**src/rtl/logic_op_pipe_pkg.sv**
```systemverilog
// Shared definitions for the logical-operation pipe: op-code encodings
// used by the execute stage and by the pipe itself.
package logic_op_pipe_pkg;

  localparam logic [1:0] OP_AND = 2'b00;
  localparam logic [1:0] OP_OR  = 2'b01;
  localparam logic [1:0] OP_XOR = 2'b10;
  localparam logic [1:0] OP_ILL = 2'b11;

endpackage

```
**src/rtl/logic_op_pipe_if.sv**
```systemverilog
// Issue-side request and writeback-side result channels of the logic-op pipe.
// The master is the issue/writeback environment; the slave is the unit.
interface logic_op_pipe_if #(
  parameter int WIDTH = 32,
  parameter int TAG_W = 5
);
  logic             in_valid;
  logic             in_ready;
  logic [1:0]       in_op;
  logic             in_neg_b;
  logic             in_neg_res;
  logic [0:WIDTH-1] in_a;
  logic [0:WIDTH-1] in_b;
  logic [TAG_W-1:0] in_tag;

  logic             out_valid;
  logic             out_ready;
  logic [0:WIDTH-1] out_y;
  logic             out_zero;
  logic             out_err;
  logic [TAG_W-1:0] out_tag;

  modport master (
    output in_valid, in_op, in_neg_b, in_neg_res, in_a, in_b, in_tag, out_ready,
    input  in_ready, out_valid, out_y, out_zero, out_err, out_tag
  );

  modport slave (
    input  in_valid, in_op, in_neg_b, in_neg_res, in_a, in_b, in_tag, out_ready,
    output in_ready, out_valid, out_y, out_zero, out_err, out_tag
  );
endinterface

```
**src/rtl/logic_op_fifo2.sv**
```systemverilog
// Two-entry result buffer with 1-bit wrapping pointers. A push together with
// a pop is accepted even when full; the whole buffer clears on reset.
module logic_op_fifo2 #(
  parameter int DW = 8
) (
  input  logic          clk,
  input  logic          rst,
  input  logic          push,
  input  logic          pop,
  input  logic [DW-1:0] din,
  output logic [DW-1:0] dout,
  output logic          full,
  output logic          empty
);
  logic [DW-1:0] mem [2];
  logic          head;
  logic          tail;
  logic [1:0]    count;
  logic          wr;
  logic          rd;

  assign empty = (count == 2'd0);
  assign full  = (count == 2'd2);
  assign rd    = pop && !empty;
  assign wr    = push && (!full || rd);
  assign dout  = mem[head];

  always_ff @(posedge clk) begin
    if (rst) begin
      head  <= 1'b0;
      tail  <= 1'b0;
      count <= 2'd0;
      for (int i = 0; i < 2; i++) mem[i] <= '0;
    end else begin
      if (wr) begin
        mem[tail] <= din;
        tail      <= ~tail;
      end
      if (rd) head <= ~head;
      case ({wr, rd})
        2'b10:   count <= count + 2'd1;
        2'b01:   count <= count - 2'd1;
        default: count <= count;
      endcase
    end
  end

endmodule

```
**src/rtl/logic_op_pipe.sv**
```systemverilog
// Pipelined AND/OR/XOR unit: input register stage, combinational compute,
// then a 2-entry result buffer toward writeback.
module logic_op_pipe
  import logic_op_pipe_pkg::*;
#(
  parameter int WIDTH = 32,
  parameter int TAG_W = 5
) (
  input  logic           clk,
  input  logic           rst,
  logic_op_pipe_if.slave bus
);
  localparam int ENT_W = WIDTH + 2 + TAG_W;

  function automatic logic [0:WIDTH-1] logic_calc(
    input logic [1:0]       op,
    input logic             neg_b,
    input logic             neg_res,
    input logic [0:WIDTH-1] a,
    input logic [0:WIDTH-1] b
  );
    logic [0:WIDTH-1] bb;
    logic [0:WIDTH-1] r;
    bb = neg_b ? ~b : b;
    case (op)
      OP_AND:  r = a & bb;
      OP_OR:   r = a | bb;
      OP_XOR:  r = a ^ bb;
      default: r = '0;
    endcase
    // An illegal op yields zero regardless of the complement request.
    if (op == OP_ILL) logic_calc = '0;
    else              logic_calc = neg_res ? ~r : r;
  endfunction

  logic             vld_p1;
  logic [1:0]       op_p1;
  logic             neg_b_p1;
  logic             neg_res_p1;
  logic [0:WIDTH-1] a_p1;
  logic [0:WIDTH-1] b_p1;
  logic [TAG_W-1:0] tag_p1;

  logic             accept;
  logic             drain;
  logic             pop;
  logic             out_valid;
  logic             fifo_full;
  logic             fifo_empty;
  logic [0:WIDTH-1] y_p2;
  logic             zero_p2;
  logic             err_p2;
  logic [ENT_W-1:0] din_p2;
  logic [ENT_W-1:0] dout;

  assign out_valid    = !fifo_empty;
  assign pop          = out_valid && bus.out_ready;
  assign drain        = vld_p1 && (!fifo_full || pop);
  assign bus.in_ready = !vld_p1 || drain;
  assign accept       = bus.in_valid && bus.in_ready;

  // Stage S1: input register
  always_ff @(posedge clk) begin
    if (rst)         vld_p1 <= 1'b0;
    else if (accept) vld_p1 <= 1'b1;
    else if (drain)  vld_p1 <= 1'b0;
  end

  always_ff @(posedge clk) begin
    if (accept) begin
      op_p1      <= bus.in_op;
      neg_b_p1   <= bus.in_neg_b;
      neg_res_p1 <= bus.in_neg_res;
      a_p1       <= bus.in_a;
      b_p1       <= bus.in_b;
      tag_p1     <= bus.in_tag;
    end
  end

  // Stage S2: compute and write into the result buffer
  assign y_p2    = logic_calc(op_p1, neg_b_p1, neg_res_p1, a_p1, b_p1);
  assign zero_p2 = (y_p2 == '0);
  assign err_p2  = (op_p1 == OP_ILL);
  assign din_p2  = {y_p2, zero_p2, err_p2, tag_p1};

  logic_op_fifo2 #(.DW(ENT_W)) u_fifo (
    .clk   (clk),
    .rst   (rst),
    .push  (drain),
    .pop   (pop),
    .din   (din_p2),
    .dout  (dout),
    .full  (fifo_full),
    .empty (fifo_empty)
  );

  assign bus.out_valid = out_valid;
  assign {bus.out_y, bus.out_zero, bus.out_err, bus.out_tag} = dout;

endmodule

```
**src/flat_wrapper.sv**
```systemverilog
// flat-port wrapper written by rule: the top's interface ports become plain ports
module logic_op_pipe_flat import logic_op_pipe_pkg::*;
#(
  parameter int WIDTH = 32,
  parameter int TAG_W = 5
)
  (clk, rst, bus_in_valid, bus_in_op, bus_in_neg_b, bus_in_neg_res, bus_in_a, bus_in_b, bus_in_tag, bus_out_ready, bus_in_ready, bus_out_valid, bus_out_y, bus_out_zero, bus_out_err, bus_out_tag);
  logic_op_pipe_if #(.WIDTH(WIDTH), .TAG_W(TAG_W)) bus_i ();
  input  logic clk;
  input  logic rst;
  input wire logic [$bits(bus_i.in_valid)-1:0] bus_in_valid;
  input wire logic [$bits(bus_i.in_op)-1:0] bus_in_op;
  input wire logic [$bits(bus_i.in_neg_b)-1:0] bus_in_neg_b;
  input wire logic [$bits(bus_i.in_neg_res)-1:0] bus_in_neg_res;
  input wire logic [$bits(bus_i.in_a)-1:0] bus_in_a;
  input wire logic [$bits(bus_i.in_b)-1:0] bus_in_b;
  input wire logic [$bits(bus_i.in_tag)-1:0] bus_in_tag;
  input wire logic [$bits(bus_i.out_ready)-1:0] bus_out_ready;
  output wire logic [$bits(bus_i.in_ready)-1:0] bus_in_ready;
  output wire logic [$bits(bus_i.out_valid)-1:0] bus_out_valid;
  output wire logic [$bits(bus_i.out_y)-1:0] bus_out_y;
  output wire logic [$bits(bus_i.out_zero)-1:0] bus_out_zero;
  output wire logic [$bits(bus_i.out_err)-1:0] bus_out_err;
  output wire logic [$bits(bus_i.out_tag)-1:0] bus_out_tag;
  assign bus_i.in_valid = bus_in_valid;
  assign bus_i.in_op = bus_in_op;
  assign bus_i.in_neg_b = bus_in_neg_b;
  assign bus_i.in_neg_res = bus_in_neg_res;
  assign bus_i.in_a = bus_in_a;
  assign bus_i.in_b = bus_in_b;
  assign bus_i.in_tag = bus_in_tag;
  assign bus_i.out_ready = bus_out_ready;
  assign bus_in_ready = bus_i.in_ready;
  assign bus_out_valid = bus_i.out_valid;
  assign bus_out_y = bus_i.out_y;
  assign bus_out_zero = bus_i.out_zero;
  assign bus_out_err = bus_i.out_err;
  assign bus_out_tag = bus_i.out_tag;
  logic_op_pipe #(.WIDTH(WIDTH), .TAG_W(TAG_W)) u_core (.clk(clk), .rst(rst), .bus(bus_i));
endmodule
```
**config.mk**
```make
export PLATFORM = sky130hd
export DESIGN_NAME = logic_op_pipe_flat
export DESIGN_NICKNAME = d
export VERILOG_FILES = /design/src/rtl/logic_op_pipe_pkg.sv /design/src/rtl/logic_op_pipe_if.sv /design/src/rtl/logic_op_fifo2.sv /design/src/rtl/logic_op_pipe.sv /design/src/flat_wrapper.sv
export SDC_FILE = /design/constraint.sdc
export NUM_CORES = 1
export LEC_CHECK = 0
export CORE_UTILIZATION = 50
export CTS_BUF_LIST = sky130_fd_sc_hd__clkbuf_4 sky130_fd_sc_hd__clkbuf_8
export DETAILED_ROUTE_END_ITERATION = 12
export HOLD_SLACK_MARGIN = 0.02
export PLACE_DENSITY = 0.74
export SLEW_MARGIN = 10
export SYNTH_ARGS = -nofsm -noshare
export SYNTH_HDL_FRONTEND = slang
export SYNTH_SLANG_ARGS = --single-unit
```
**constraint.sdc**
```tcl
create_clock -name clk -period 5.6 [get_ports clk]
set_input_delay 0.56 -clock clk [delete_from_list [all_inputs] [get_ports clk]]
set_output_delay 0.56 -clock clk [all_outputs]
set_load 0.01 [all_outputs]
```
==> metrics.json <==
{
  "logic_synthesis": {
    "fraction_of_registers_with_async_set_reset_pct": 0,
    "yosys_register_bits": 157,
    "share_of_synthesized_area_occupied_by_flip_flops_and_latches_pct": 54.7,
    "ys_warn_count": 0,
    "netlist-cell-type-count": 32,
    "mappedNetlistArea_um2": 8500,
    "synth.net_count": 847,
    "count_of_flip_flops_with_a_built_in_enable_after_synthesis": 151,
    "post_synth.cell_area_avg_um2": 12.1,
    "ys.flop_type": "sky130_fd_sc_hd__edfxtp_1",
    "synth_cells": 705
  },
  "critical_path": {
    "critical-path-top-delay-family": "simple AND/OR/NAND/NOR gates",
    "timing.critical_path.from": "u_core.neg_b_p1",
    "start_kind": "register",
    "slowest_stage_delay_on_critical_path_ns": 0.60,
    "crit_path_cell_trace": "buf_4 -> xor2_1 -> inv_1 -> ha_1 -> xnor2_1 -> o22ai_1 -> nor2_1 -> nand4_1 -> or4_1 -> nor3_1",
    "crit_arrival_ns": 3.35,
    "critical_path.slowest_cell": "sky130_fd_sc_hd__or4_1",
    "worstSetupEndpointType": "register",
    "data_required_time_of_the_critical_path_ns": 5.90,
    "timing_worst_setup_path_type": "register to register",
    "critPathBufInv": 2,
    "worst_r2r_startpoint": "u_core.neg_b_p1",
    "timing.critical_path.fanout_max": 32
  },
  "routing": {
    "drtPass1Iterations": 5,
    "drc": 0,
    "detail-route-antenna-nets": 0,
    "detail_route.wirelength_mm": 15.6,
    "vias_per_cell": 5.00,
    "wl_per_cell_um": 14.9,
    "via_count": 5220,
    "drt_iter0_markers": 379
  },
  "global_route": {
    "grt_pass1_vias": 5053,
    "grt_util_all_layers_pct": 18.6,
    "grt_first_pass_wirelength_mm": 24.8,
    "grt_start_max_net_pins": 73,
    "grt_antenna_before_repair": 0,
    "grt_overflow_total": 0
  },
  "floorplanning": {
    "initial_utilization_pct": 51.3,
    "design.die.area_um2": 17500,
    "dieHeight_um": 132,
    "pin_count": 118,
    "area_of_the_placeable_core_um2": 16600,
    "row_count": 47,
    "die_width_um": 132
  },
  "pwr": {
    "p_seq_share_pct": 48.1,
    "ir_drop_v": 0.000179,
    "power_switching_share_pct": 28.6,
    "total_switching_power_mw": 0.867,
    "pwr-share-comb_pct": 25.0,
    "internal-power_mw": 2.16,
    "static-leakage-power_nw": 4.05,
    "cellPowerDensity_nw_per_um2": 298,
    "relative_contribution_of_the_clock_network_to_total_power_pct": 26.9
  },
  "sta": {
    "grt_setup_unrepaired": "false",
    "final_min_period_over_clock_period_pct": 54.6,
    "setup_viol_count_final": 0,
    "slew_viol_final": 0,
    "setup_slack_ns": 2.54,
    "tns_ns": 0,
    "worst_slew_pin_slew_ns": 1.21,
    "hold_viol_final": 0,
    "timing.max_slew.rel_slack_pct": 19.3,
    "max_freq_mhz": 327,
    "timing.final.crit_period_ns": 3.06,
    "fin_worst_skew_ns": 0.0106
  },
  "final_layout": {
    "antenna_cells": 0,
    "fillers": 1342,
    "area.sequential_um2": 4660,
    "most_frequent_cells_in_the_layout": "sky130_fd_sc_hd__edfxtp_1 (151), sky130_fd_sc_hd__nor2_1 (136), sky130_fd_sc_hd__clkdlybuf4s50_1 (117), sky130_fd_sc_hd__xnor2_1 (66)",
    "area_growth_syn_to_layout_pct": 19.7,
    "final_cells": 1043,
    "most_common_cell_after_layout_fill_and_taps_aside": "sky130_fd_sc_hd__edfxtp_1",
    "post_route_cells_drive_above_1_share_pct": 10.2,
    "multi_input_comb_area_um2": 3400,
    "finish.net_count": 952
  },
  "clock_tree": {
    "clk_latency_ns": 0.46,
    "numClockSinks": 157,
    "post_cts_resized": 0,
    "cts.root.buffer_cell": "sky130_fd_sc_hd__clkbuf_8",
    "path_clk_slew_ns": 0.09,
    "tritoncts": "done",
    "htree_num_levels": 4,
    "holdBufCountCts": 0,
    "ctsLongestPathBuffers": 2,
    "numCtsBuffers": 17,
    "number_of_setup_buffers_added_after_cts": 0
  },
  "placement": {
    "place.gp.congestion": 0.788,
    "place.detailed.hpwl_mm": 10.9,
    "dp_slack_ns": 2.34,
    "place_inst": 1011,
    "number_of_buffer_cells_added_on_primary_ports": 117
  },
  "job": {
    "max_cap_viol_count": 0
  },
  "run_status": {
    "run_status": "finished clean"
  },
  "hold_path": {
    "timing.hold.worst.class": "register to register",
    "hp-start": "u_core.u_fifo.head"
  }
}
-- power by group through the flow --
| stage | Clock, mW | Sequential (mW) | Combinational (mW) |
|---|---|---|---|
| 3_3_place_gp | 0 | 1.48 | 0.744 |
| 6_report | 0.813 | 1.46 | 0.758 |
| 5_1_grt | 0.875 | 1.47 | 0.826 |
| 2_1_floorplan | 0 | 1.44 | 0.516 |
| 3_5_place_dp | 0 | 1.49 | 0.765 |
| 4_1_cts | 0.829 | 1.46 | 0.769 |
-- synthesized netlist by cell type (6+ instances only) --
cell / count / share of area (%)
sky130_fd_sc_hd__edfxtp_1: 151 / 53
sky130_fd_sc_hd__nor2_1: 136 / 6.0
sky130_fd_sc_hd__xnor2_1: 66 / 6.8
sky130_fd_sc_hd__ha_1: 65 / 9.6
sky130_fd_sc_hd__inv_1: 65 / 2.9
sky130_fd_sc_hd__xor2_1: 65 / 6.7
sky130_fd_sc_hd__mux2_2: 39 / 5.2
sky130_fd_sc_hd__o22ai_1: 32 / 2.4
sky130_fd_sc_hd__clkbuf_1: 13 / 0.57
sky130_fd_sc_hd__buf_2: 9 / 0.53
sky130_fd_sc_hd__nand4_1: 8 / 0.59
sky130_fd_sc_hd__and2_1: 6 / 0.44
sky130_fd_sc_hd__buf_6: 6 / 0.79
sky130_fd_sc_hd__dfxtp_1: 6 / 1.4
-- stage by stage --
step	area, µm²	power, mW	hold slack [ns]	util, %
final	10200	3.03	0.524	61.4
after global routing	10200	3.17	0.558	61.4
after CTS	10200	3.06	0.527	61.4
after detailed placement	9800	2.25	0.502	59.1
after global placement	9800	2.22	0.503	59.1
after floorplan	8500	1.95	0.481	-
-- cells by family (layout without fill, tap and decap cells) --
logic type / Yosys count / after routing / synth area share, %
compound gates: 37 / 37 / 2.69
flops: 157 / 157 / 54.7
simple gates: 172 / 172 / 8.50
mux: 39 / 39 / 5.16
fa+ha+maj: 65 / 65 / 9.56
buf+inv: 103 / 221 / 5.66
xor+xnor: 132 / 132 / 13.7
-- flip-flops by register name (all words and copies together) (netlist names), named ones only --
register,cells
u_core.u_fifo.mem,78
u_core.a_p1,32
u_core.b_p1,32
u_core.tag_p1,5
u_core.op_p1,2
u_core.u_fifo.count,2
u_core.neg_b_p1,1
u_core.neg_res_p1,1
u_core.u_fifo.head,1
u_core.u_fifo.tail,1
u_core.vld_p1,1
-- per-layer routing --
layer / part of all wire (%) / routed length [µm] / global-route usage, %
met3: 4.1 / 645 / 4.14
met1: 44 / 6820 / 23.2
met2: 51 / 7890 / 32.0
met5: 0 / 0 / 0
met4: 1.2 / 194 / 6.19
-- tightest hold or removal path, stage by stage, from the launching register on --
cell and delay [ns]:
sky130_fd_sc_hd__dfxtp_1 0.33, sky130_fd_sc_hd__xnor2_1 0.08, sky130_fd_sc_hd__nor2_1 0.08
-- worst paths after layout --
| kind | to | slack, ns | cells after the start |
|---|---|---|---|
| hold reg to reg | u_core.u_fifo.head | 0.52 | 2 |
| hold / removal | u_core.u_fifo.head | 0.52 | 2 |
| setup / recovery | u_core.u_fifo.mem[1][6] | 2.54 | 10 |
| setup reg to reg | u_core.u_fifo.mem[1][6] | 2.54 | 10 |
-- area by class of cell --
class	count	share of cell area, %
multi-input cells	445	33.4
repair buffers	124	12.0
flip-flops and latches	157	45.7
clock inverters	14	1.34
well taps	220	2.70
inverters	65	2.40
clock buffers	18	2.43
Note: power is estimated with default switching activity, not from simulation.
